===== src/rtl/shift_arbiter_pkg.sv =====
// Shared definitions for the shift_arbiter block: default widths, shift
// direction encodings and the result-buffer FSM state type.
package shift_arbiter_pkg;

  localparam int WIDTH_DEF  = 5;
  localparam int DIST_W_DEF = 3;

  typedef enum logic {
    SHIFT_LEFT  = 1'b0,
    SHIFT_RIGHT = 1'b1
  } dir_e;

  typedef enum logic {
    EMPTY = 1'b0,
    FULL  = 1'b1
  } state_e;

endpackage


===== src/rtl/shift_arbiter_shifter.sv =====
// Combinational logical shifter: zero-filled left/right shift, truncated to
// WIDTH; any distance of WIDTH or more yields all zeros.
module shift_arbiter_shifter
  import shift_arbiter_pkg::*;
#(
  parameter int WIDTH  = WIDTH_DEF,
  parameter int DIST_W = DIST_W_DEF
) (
  input  logic [WIDTH-1:0]  in,
  input  logic [DIST_W-1:0] distance,
  input  logic              direction,
  output logic [WIDTH-1:0]  out
);

  // NOTE: every output of an always_comb block is assigned a default first, so
  // no path through the block leaves it unassigned and no latch is inferred.
  always_comb begin
    out = '0;
    if (int'(distance) < WIDTH) begin
      if (direction == SHIFT_LEFT) out = in << distance;
      else                         out = in >> distance;
    end
  end

endmodule


===== src/rtl/shift_arbiter.sv =====
// Two-requester arbiter in front of a shared shifter with a one-entry result
// buffer. Define SHIFT_ARBITER_RR_EN for round-robin; otherwise requester 0 wins.
module shift_arbiter
  import shift_arbiter_pkg::*;
#(
  parameter int WIDTH  = WIDTH_DEF,
  parameter int DIST_W = DIST_W_DEF
) (
  input  logic              clk,
  input  logic              rst_n,
  input  logic              req0_valid,
  input  logic [WIDTH-1:0]  req0_in,
  input  logic [DIST_W-1:0] req0_distance,
  input  logic              req0_direction,
  output logic              req0_ready,
  input  logic              req1_valid,
  input  logic [WIDTH-1:0]  req1_in,
  input  logic [DIST_W-1:0] req1_distance,
  input  logic              req1_direction,
  output logic              req1_ready,
  output logic              rsp_valid,
  output logic [WIDTH-1:0]  rsp_out,
  output logic              rsp_id,
  input  logic              rsp_ready
);

  state_e            state;
  logic              grant0;
  logic              grant1;
  logic              buf_free;
  logic              accept;
  logic [WIDTH-1:0]  sel_in;
  logic [DIST_W-1:0] sel_distance;
  logic              sel_direction;
  logic [WIDTH-1:0]  shifted;

`ifdef SHIFT_ARBITER_RR_EN
  // ptr==0 favours requester 0 on contention, ptr==1 favours requester 1.
  logic ptr;

  assign grant0 = req0_valid && (!req1_valid || !ptr);
  assign grant1 = req1_valid && (!req0_valid ||  ptr);

  always_ff @(posedge clk or negedge rst_n) begin
    if (!rst_n)      ptr <= 1'b0;
    else if (accept) ptr <= ~grant1;
  end
`else
  assign grant0 = req0_valid;
  assign grant1 = req1_valid && !req0_valid;
`endif

  assign rsp_valid  = (state == FULL);
  assign buf_free   = !rsp_valid || rsp_ready;
  // Gated by rst_n so nothing is offered while the block is held in reset.
  assign req0_ready = rst_n && grant0 && buf_free;
  assign req1_ready = rst_n && grant1 && buf_free;
  assign accept     = req0_ready || req1_ready;

  always_comb begin
    sel_in        = req0_in;
    sel_distance  = req0_distance;
    sel_direction = req0_direction;
    if (grant1) begin
      sel_in        = req1_in;
      sel_distance  = req1_distance;
      sel_direction = req1_direction;
    end
  end

  shift_arbiter_shifter #(
    .WIDTH  (WIDTH),
    .DIST_W (DIST_W)
  ) u_shifter (
    .in        (sel_in),
    .distance  (sel_distance),
    .direction (sel_direction),
    .out       (shifted)
  );

  // NOTE: sequential state uses non-blocking assignments so every register
  // samples pre-edge values, independent of statement order.
  always_ff @(posedge clk or negedge rst_n) begin
    if (!rst_n) begin
      state   <= EMPTY;
      rsp_out <= '0;
      rsp_id  <= 1'b0;
    end else begin
      case (state)
        EMPTY: begin
          if (accept) begin
            state   <= FULL;
            rsp_out <= shifted;
            rsp_id  <= grant1;
          end
        end
        FULL: begin
          if (accept) begin
            rsp_out <= shifted;
            rsp_id  <= grant1;
          end else if (rsp_ready) begin
            state <= EMPTY;
          end
        end
        default: state <= EMPTY;
      endcase
    end
  end

endmodule

===== config.mk =====
export PLATFORM = sky130hd
export DESIGN_NAME = shift_arbiter
export DESIGN_NICKNAME = d
export VERILOG_FILES = /design/src/rtl/shift_arbiter_pkg.sv /design/src/rtl/shift_arbiter_shifter.sv /design/src/rtl/shift_arbiter.sv
export SDC_FILE = /design/constraint.sdc
export NUM_CORES = 1
export LEC_CHECK = 0
export CAP_MARGIN = 25
export CELL_PAD_IN_SITES_DETAIL_PLACEMENT = 1
export CELL_PAD_IN_SITES_GLOBAL_PLACEMENT = 1
export CORE_MARGIN = 2
export CORE_UTILIZATION = 30
export CTS_CLUSTER_DIAMETER = 50
export CTS_CLUSTER_SIZE = 16
export DETAILED_ROUTE_END_ITERATION = 7
export PLACE_DENSITY_LB_ADDON = 0.1
export SETUP_SLACK_MARGIN = 0.5
export SLEW_MARGIN = 20
export SYNTH_ARGS = -nofsm -noshare
export SYNTH_HDL_FRONTEND = slang
export SYNTH_SLANG_ARGS = --single-unit
export TNS_END_PERCENT = 30

===== constraint.sdc =====
create_clock -name clk -period 1.5 [get_ports clk]
set_clock_uncertainty 0.05 [all_clocks]
set_input_delay 0.3 -clock clk [delete_from_list [all_inputs] [get_ports clk]]
set_output_delay 0.3 -clock clk [all_outputs]
set_load 0.005 [all_outputs]

==> run metrics, run 1 <==
initial antenna violation count 0; main flop type after synthesis dfrtp_1; R2R Setup Slk 0.07 ns; Post-route DRC 0; leading area contributor after synthesis dfrtp_1; CP Launch Point req0_distance[2]; Synth Area in Compound Gates 25.2%; combinational family with the most area after synthesis simple AND/OR/NAND/NOR gates; first-pass GRT wire length 6.93 mm; failing checks setup timing; Final Hold Fails 0; PD cells 531 nW/µm²; DR vias 1302; top cells by count, synth 11 x nor2_1, 9 x mux2i_1, 9 x nand2_1; Post-Synth Simple-Gate Area 26.0%; # clock sinks 7; Synth Area in XOR/XNOR 0%; MaxCap Viol Count 0; r2r worst-path depth 5; Die Width 60.8 µm; leakage 0.840 nW; synth top area cells dfrtp_1 18%, mux2i_1 9.3%, buf_6 4.7%; Worst path slowest cell clkdlybuf4s50_1; Hold Path Class in2async; Ys Warns 0; antenna-violating nets left 0; Adder-Cell Fraction of Synth Area 0%; finished layout cell area 1930 µm²; logic gate share of total power 59.9%; Skew-Pair Late Insertion Delay 0.25 ns; CP startpoint kind primary input; number of synthesized flops with an enable pin 0; Sw Share 36.2%; CP max stage delay 0.45 ns; ratio of cells with drive above 1 in the final layout 58.5%; switching power 0.370 mW; Yosys cell types 39; syn_nets 135; critical path endpoint rsp_out[4]; VDD IR max 0.325 mV; internal power component 0.653 mW; FF+latch count, synth 7; chip height 60.8 µm; largest net degree at the start of global routing 9; Setup crit end kind flop; first drt pass iteration count 4; reg2reg end rsp_out[0]; I/O Pins 32; RD Place Congestion 0.877; DR WL/cell 20.0 µm; vias per cell 5.61; P&R area growth vs syn 99.0%; Ant. Diodes 0; core box area 3050 µm²; outcome finished, violations left; CP arrival 1.65 ns; ys async rst share 100%; vias in the first global route 1365; die area 3700 µm²; setup_tns -0.0252 ns; crit share post-route 101%; total wire length 4.65 mm; count of pins over their slew limit 0; worst-path fanout max 4; measured slew at the worst slew-check pin 0.314 ns; HPWL Detailed 3.09 mm; Worst-path clk slew 0.05 ns; CTS buffer count 3; Longest Clk Path Bufs 2; Mapped Cells 112; total track usage 25.9%; critical path, cell by cell clkdlybuf4s50_1 -> mux2_4 -> buf_4 -> nor3_1 -> o21ai_1 -> o21ai_1; sequential fraction of the synthesis area 18.1%; grt total ovfl 0; Worst slew margin 78.4%; CP most frequent cell o21ai_1; sequential share of power 23.3%; Crit Path Category in2reg; Post-DP Area 1590 µm²; CTS tree yes; Row Count 20; most frequent cell after synthesis nor2_1; Mean Syn Cell Area 8.65 µm²; Mapped Area 968 µm²; fmax 658 MHz; # setup viols final 2; root buffer cell clkbuf_4; min setup slack post-route -0.0204 ns; CP required 1.63 ns; nets@finish 212; Initial Utilization 31.7%; fin crit period 1.52 ns; RSZ-0062 raised after global routing true; PortBufs 31; CTS hold repair buffers 0; start of the worst register-to-register path rsp_valid; part of the power in the clock network 16.8%; Starting DRT DRC Count 51; mux contribution to synthesized area 23.1%; share of the synthesized area in the top cell type 18.1%; number of H-tree levels 1
==> registers in the layout, summed over array words and instances, names as in the netlist <==
name       flops
rsp_id         1
rsp_out        5
rsp_valid      1
==> routing by layer <==
metal	global-route usage (%)	routed length, µm	vias up
met5	0	0	-
met4	4.35	35	0
met3	6.82	272	4
met2	44.4	2450	54
met1	33.0	1890	656
li1	-	-	588
==> placed cells by master (no fill, tap or decap), types with 2 or more instances in the layout <==
master and n:
a2111oi_4 2, a31oi_1 2, a31oi_2 2, a31oi_4 2
a32o_1 3, and4bb_2 3, buf_2 8, buf_4 36
buf_6 10, buf_8 4, clkbuf_4 3, clkdlybuf4s15_2 3
clkdlybuf4s50_1 3, dfrtp_1 7, dlygate4sd2_1 11, inv_1 3
mux2_4 5, mux2i_1 4, mux2i_2 3, mux2i_4 5
nand2_1 7, nand2b_4 2, nand3_1 2, nand3b_1 3
nor2_1 9, nor2_2 2, nor2b_1 2, nor3_1 3
nor3b_2 2, o211ai_1 4, o21ai_0 3, o21ai_1 3
==> logic make-up after synthesis <==
kind of cell,Yosys count
AOI/OAI and AO/OA,31
buffers and inverters,11
muxes,18
and+or+nand+nor,45
DFF,7
==> power groups by stage <==
stage | sequential (mW) | clock (mW) | combinational (mW)
finish | 0.238 | 0.172 | 0.612
global route | 0.243 | 0.185 | 0.652
CTS | 0.239 | 0.179 | 0.562
detailed placement | 0.241 | 0 | 0.511
global placement | 0.240 | 0 | 0.498
floorplan | 0.244 | 0 | 0.218
==> worst max-delay path, delay by kind of cell <==
kind | cells | cell delay, ns
AOI/OAI and AO/OA | 2 | 0.22
muxes | 1 | 0.31
and+or+nand+nor | 1 | 0.19
buffers and inverters | 2 | 0.61
==> worst min-delay path by stage <==
stage                     from    endpoint  depth (start not counted)
CTS                      rst_n      rsp_id                          2
global route             rst_n      rsp_id                          2
floorplan                rst_n      rsp_id                          0
detailed placement  rsp_out[2]  rsp_out[2]                          1
finish                   rst_n      rsp_id                          2
global placement    rsp_out[3]  rsp_out[3]                          1
==> repair_timing <==
item,4_1_cts,5_1_grt
endpoints found under the setup margin,16,16
pin swaps,22,10
gates cloned,2,0
hold endpoints to repair,0,0
gates resized for setup,108,20
buffers inserted,5,3
==> metrics by stage <==
step / hold slack (ns) / power, mW / utilization [%] / std cells / setup WS (ns)
after floorplan: -0.0456 / 0.462 / - / 112 / -0.0280
after global placement: 0.429 / 0.738 / 52.1 / 218 / -0.682
after detailed placement: 0.433 / 0.752 / 52.1 / 218 / -0.756
after CTS: 0.144 / 0.980 / 59.9 / 229 / -0.0170
after global routing: 0.169 / 1.08 / 63.1 / 232 / -0.108
final: 0.167 / 1.02 / 63.1 / 232 / -0.0204
==> layout make-up <==
type,count,area (µm²)
fill,342,1130
timing repair buffer,80,723
sequential,7,175
multi-input combinational,94,936
tap,44,55.1
clock buffer,4,26.3
inverter,3,11.3
Power figures use the tool's default switching activity.
==> inputs of run 2 (changes only) <==
--- a/config.mk
+++ b/config.mk
@@ -5,11 +5,12 @@
 export SDC_FILE = /design/constraint.sdc
 export NUM_CORES = 1
 export LEC_CHECK = 0
+export ABC_AREA = 1
 export CAP_MARGIN = 25
 export CELL_PAD_IN_SITES_DETAIL_PLACEMENT = 1
 export CELL_PAD_IN_SITES_GLOBAL_PLACEMENT = 1
 export CORE_MARGIN = 2
-export CORE_UTILIZATION = 30
+export CORE_UTILIZATION = 25
 export CTS_CLUSTER_DIAMETER = 50
 export CTS_CLUSTER_SIZE = 16
 export DETAILED_ROUTE_END_ITERATION = 7
==> run metrics, run 2 <==
outcome complete, no violations; CTS hold repair buffers 0 (unchanged); Mean Syn Cell Area 5.35 µm² (-38%); Mapped Cells 153 (+37%); sequential fraction of the synthesis area 21.4% (+3.3 points); Worst-path clk slew 0.05 ns (about the same); vias in the first global route 1199 (-12%); total wire length 3.27 mm (-30%); Crit Path Category in2reg; Synth Area in Compound Gates 4.13% (-21 points); Largest register FFs 5 (unchanged); syn_nets 176 (+30%); fin crit period 1.39 ns (-0.132 ns); measured slew at the worst slew-check pin 0.223 ns (-0.0916 ns); main flop type after synthesis dfrtp_1; Ant. Diodes 0 (unchanged); Hold Path Class in2async; RSZ-0062 raised after global routing true; ratio of cells with drive above 1 in the final layout 35.1% (-23 points); multi-input logic area 686 µm² (-27%); PortBufs 31 (unchanged); Min Hold Slack 0.0970 ns (-0.0697 ns); MaxCap Viol Count 0 (unchanged); start of the worst register-to-register path rsp_valid; Ys Warns 0 (unchanged); reg2reg end rsp_out[3]; Yosys cell types 15 (-62%); largest net degree at the start of global routing 11 (+2); r2r worst-path depth 10 (+5); VDD IR max 0.292 mV (-10%); root buffer cell clkbuf_4; Post-Synth Simple-Gate Area 58.9% (+33 points); PD cells 569 nW/µm² (+7.1%); Top reg by flops rsp_out; share of the synthesized area in the top cell type 30.3% (+12 points); number of H-tree levels 1 (unchanged); HPWL Detailed 2.46 mm (-20%); core box area 3080 µm² (+0.82%); synth top area cells nand2_1 30%, dfrtp_1 21%, nand3_1 15%; worst-path fanout max 2 (-2); chip height 61.2 µm (+0.65%); ys async rst share 100% (unchanged); # setup viols final 0 (-2); Starting DRT DRC Count 38 (-25%); leakage 0.874 nW (+4.0%); initial antenna violation count 0 (unchanged); RD Place Congestion 0.830 (-5.3%); most frequent cell after synthesis nand2_1; Synth Area in XOR/XNOR 0% (unchanged); mux contribution to synthesized area 0% (-23 points); first-pass GRT wire length 5.60 mm (-19%); Row Count 20 (unchanged); first drt pass iteration count 5 (+1); fill count 423 (+24%); commonest non-fill, non-tap cells in the layout 52 x nand2_1, 19 x nand3_1, 16 x inv_1; Worst slew margin 85.1% (+6.7 points); count of pins over their slew limit 0 (unchanged); fmax 720 MHz (+9.5%); Skew-Pair Late Insertion Delay 0.25 ns (about the same); leading area contributor after synthesis nand2_1; DR WL/cell 13.1 µm (-34%); CP startpoint kind primary input; Die Width 61.2 µm (+0.65%); CP arrival 1.53 ns (-0.12 ns); CTS tree yes; Longest Clk Path Bufs 2 (unchanged); CTS buffer count 3 (unchanged); vias per cell 4.50 (-20%); I/O Pins 32 (unchanged); Initial Utilization 26.6% (-5.1 points); combinational family with the most area after synthesis simple AND/OR/NAND/NOR gates; crit share post-route 92.5% (-8.8 points); number of synthesized flops with an enable pin 0 (unchanged); grt total ovfl 0 (unchanged); fin util 50.9% (-12 points); nets@finish 229 (+8.0%); Setup crit end kind flop; Post-route DRC 0 (unchanged); Mapped Area 818 µm² (-16%); top cells by count, synth 66 x nand2_1, 25 x nand3_1, 24 x inv_1; DR vias 1121 (-14%); die area 3750 µm² (+1.3%); Adder-Cell Fraction of Synth Area 0% (unchanged); Final Hold Fails 0 (unchanged); total track usage 19.9% (-5.9 points); R2R Setup Slk 0.13 ns (+0.06 ns); FF+latch count, synth 7 (unchanged); # clock sinks 7 (unchanged); antenna-violating nets left 0 (unchanged); commonest non-fill, non-tap cell in the layout nand2_1; register area 175 µm² (unchanged); CP required 1.64 ns (about the same); P&R area growth vs syn 91.6%
## run 2: cell types whose count changed in the layout (fill, tap and decap cells not counted), sizes merged, moves of 4 or more
cell | before | now
o211ai | 5 | 0
buf | 59 | 23
mux2i | 12 | 0
clkdlybuf4s15 | 4 | 0
nand3 | 3 | 26
inv | 3 | 25
nor3 | 4 | 0
mux2 | 6 | 0
a31oi | 6 | 0
o21ai | 6 | 2
clkdlybuf4s50 | 3 | 13
nand2 | 9 | 75
## run 2: layout make-up
class	instances	share of cell area, %
Tap cell	44	3.51
Clock buffer	4	1.68
Multi-Input combinational cell	118	43.7
Timing Repair Buffer	51	32.7
Inverter	25	7.18
Sequential cell	7	11.2
## run 2: how the worst max path moves through the flow
stage | from | end | slack [ns]
after floorplan | req0_valid | rsp_out[4] | 0.29
after global placement | req0_valid | req1_ready | -0.54
after detailed placement | req0_valid | req1_ready | -0.58
after CTS | rsp_valid | req0_ready | 0.09
after global routing | rsp_valid | rsp_out[3] | 0.02
final | req1_in[0] | rsp_out[3] | 0.11
## run 2: routing by layer
metal	track usage [%]	part of all wire, %	wire length (µm)
met5	0	0	0
met4	2.48	0.98	32
met3	2.52	2.7	88
met2	35.9	53	1740
met1	26.0	43	1410
## run 2: critical path, cell delays in order
cell             delay [ns]
clkdlybuf4s50_1        0.46
nand3_1                0.11
buf_4                  0.15
nand3_1                0.08
nand2_2                0.08
a21oi_1                0.16
nand3_1                0.11
nand2_1                0.07
## run 2: cell families after synthesis
logic type / Yosys count
simple gates: 111
flops: 7
buf+inv: 29
compound gates: 6
## run 2: power by group
| part | switching [mW] | internal [mW] |
|---|---|---|
| Sequential | 0.0162 | 0.221 |
| Clock | 0.0678 | 0.101 |
| Combinational | 0.255 | 0.230 |
| Total | 0.339 | 0.553 |
## run 2: per-stage QoR
stage                     worst slack [ns]  std cells  power [mW]  setup TNS [ns]  cell area (µm²)
after detailed placement            -0.577        240       0.663           -4.00             1320
after CTS                           0.0937        249       0.885               0             1530
final                                0.112        249       0.892               0             1570
after floorplan                      0.293        153       0.442               0              870
after global placement              -0.537        240       0.646           -3.57             1320
after global routing                0.0192        249       0.968               0             1570
## run 2: what timing repair did
action,CTS,global route
pin swaps,28,4
endpoints found under the hold margin,0,0
gates cloned,4,0
endpoints found under the setup margin,16,16
gates resized for setup,73,11
buffers inserted,1,0
==> inputs of run 3 (changes only) <==
--- a/config.mk
+++ b/config.mk
@@ -14,6 +14,7 @@
 export CTS_CLUSTER_DIAMETER = 50
 export CTS_CLUSTER_SIZE = 16
 export DETAILED_ROUTE_END_ITERATION = 7
+export MAX_ROUTING_LAYER = met4
 export PLACE_DENSITY_LB_ADDON = 0.1
 export SETUP_SLACK_MARGIN = 0.5
 export SLEW_MARGIN = 20
==> constraint.sdc (replaced) <==
create_clock -name clk -period 1.5 [get_ports clk]
set_clock_uncertainty 0.05 [all_clocks]
set_input_delay 0.3 -clock clk [delete_from_list [all_inputs] [get_ports clk]]
set_output_delay 0.3 -clock clk [all_outputs]
set_load 0.05 [all_outputs]
==> run metrics, run 3 (synthesis gave the netlist of run 2 again) <==
RSZ-0062 raised after global routing true; antenna-violating nets left 0 (unchanged); Ant. Diodes 0 (unchanged); number of H-tree levels 1 (unchanged); CP most frequent cell inv_2; CTS buffer count 3 (unchanged); root buffer cell clkbuf_4; chip height 61.2 µm (unchanged); Worst slew margin 87.6% (+2.5 points); CP required 1.15 ns (-0.49 ns); Final Hold Fails 0 (unchanged); measured slew at the worst slew-check pin 0.186 ns (-0.0368 ns); commonest non-fill, non-tap cells in the layout 57 x nand2_1, 22 x nand3_1, 17 x buf_4; Skew-Pair Late Insertion Delay 0.25 ns (about the same); Longest Clk Path Bufs 2 (unchanged); Crit Path Category reg2out; reg2reg end rsp_out[3]; Worst path slowest cell dfrtp_2; leakage 0.871 nW (-0.31%); Post-route DRC 0 (unchanged); r2r worst-path depth 10 (unchanged); initial antenna violation count 0 (unchanged); DR vias 1166 (+4.0%); ratio of cells with drive above 1 in the final layout 38.3% (+3.2 points); PD cells 706 nW/µm² (+24%); start of the worst register-to-register path rsp_valid; Row Count 20 (unchanged); fill count 412 (-2.6%); setup_tns -0.0270 ns (-0.0270 ns); HPWL Detailed 2.39 mm (-2.8%); Worst Path Buf+Inv 3 (+1); first drt pass iteration count 4 (-1); count of pins over their slew limit 0 (unchanged); CP arrival 1.18 ns (-0.35 ns); fmax 655 MHz (-9.1%); critical path, cell by cell inv_2 -> nor2_4 -> nor2_2 -> nand2_2 -> inv_2 -> buf_12; first-pass GRT wire length 5.29 mm (-5.4%); P&R area growth vs syn 93.3%; Worst-path clk slew 0.05 ns (about the same); total track usage 19.1% (-0.78 points); Starting DRT DRC Count 19 (-50%); RD Place Congestion 0.823 (-0.88%); total wire length 3.18 mm (-2.8%); PortBufs 31 (unchanged); MaxCap Viol Count 0 (unchanged); fin crit period 1.53 ns (+0.139 ns); CP max stage delay 0.41 ns (-0.05 ns); Die Width 61.2 µm (unchanged); vias in the first global route 1217 (+1.5%); crit share post-route 102% (+9.3 points); # setup viols final 1 (+1); grt total ovfl 0 (unchanged); vias per cell 4.61 (+2.4%); pre-CTS setup slack -0.543 ns (+0.0334 ns); failing checks setup timing; I/O Pins 32 (unchanged); min setup slack post-route -0.0270 ns (-0.139 ns); DR WL/cell 12.6 µm (-4.3%); Setup crit end kind primary output; VDD IR max 0.365 mV (+25%); CP delay by family, top flip-flops; Top reg by flops rsp_out; Hold Path Class in2async; CP startpoint kind flop; die area 3750 µm² (unchanged); outcome finished, violations left; core box area 3080 µm² (unchanged); CTS tree yes; R2R Setup Slk 0.08 ns (-0.05 ns); Initial Utilization 26.6% (unchanged); Largest register FFs 5 (unchanged); CTS hold repair buffers 0 (unchanged); largest net degree at the start of global routing 8 (-3); commonest non-fill, non-tap cell in the layout nand2_1; worst-path fanout max 2 (unchanged); # clock sinks 7 (unchanged); nets@finish 233 (+1.7%)
[run 3: cell type report]
type / instances / area, µm² / share of cell area, %
Clock buffer: 4 / 26.3 / 1.66
Timing Repair Buffer: 55 / 589 / 37.3
Sequential cell: 7 / 176 / 11.2
Inverter: 25 / 96.3 / 6.09
Tap cell: 44 / 55.1 / 3.48
Multi-Input combinational cell: 118 / 638 / 40.3
[run 3: how the worst max path moves through the flow]
stage | from | end | slack [ns] | cells after the start
4_1_cts | rsp_valid | req0_ready | 0.02 | 6
3_5_place_dp | req0_valid | rsp_out[4] | -0.54 | 11
2_1_floorplan | rsp_valid | req0_ready | 0.07 | 5
5_1_grt | rsp_valid | req0_ready | -0.10 | 6
6_report | rsp_valid | req0_ready | -0.03 | 6
3_3_place_gp | req0_valid | rsp_out[4] | -0.49 | 11
[run 3: layer usage]
metal / share of wire [%] / track usage [%]
met2: 53 / 32.5
met1: 44 / 24.6
met5: 0 / -
met4: 0.25 / 1.86
met3: 3.1 / 3.36
[run 3: metrics by stage]
stage	power (mW)	util, %	hold WS, ns	instance area (µm²)	std cells
floorplan	0.550	-	-0.0456	820	153
global placement	0.841	43.3	0.477	1330	236
detailed placement	0.854	43.3	0.483	1330	236
CTS	1.10	49.8	0.0826	1530	252
global route	1.19	51.4	0.0936	1580	253
finish	1.12	51.4	0.0806	1580	253
[run 3: power by group]
| part | internal (mW) | leakage [nW] | total, mW | switching (mW) |
|---|---|---|---|---|
| sequential | 0.222 | 0.0895 | 0.257 | 0.0352 |
| combinational | 0.315 | 0.767 | 0.682 | 0.367 |
| clock | 0.102 | 0.0150 | 0.178 | 0.0763 |
[run 3: repair_timing]
action                     4_1_cts  5_1_grt
gates resized for setup         51       11
gates cloned                     2        0
buffers inserted                10        1
setup endpoints to repair       16       16
pin swaps                       18        9
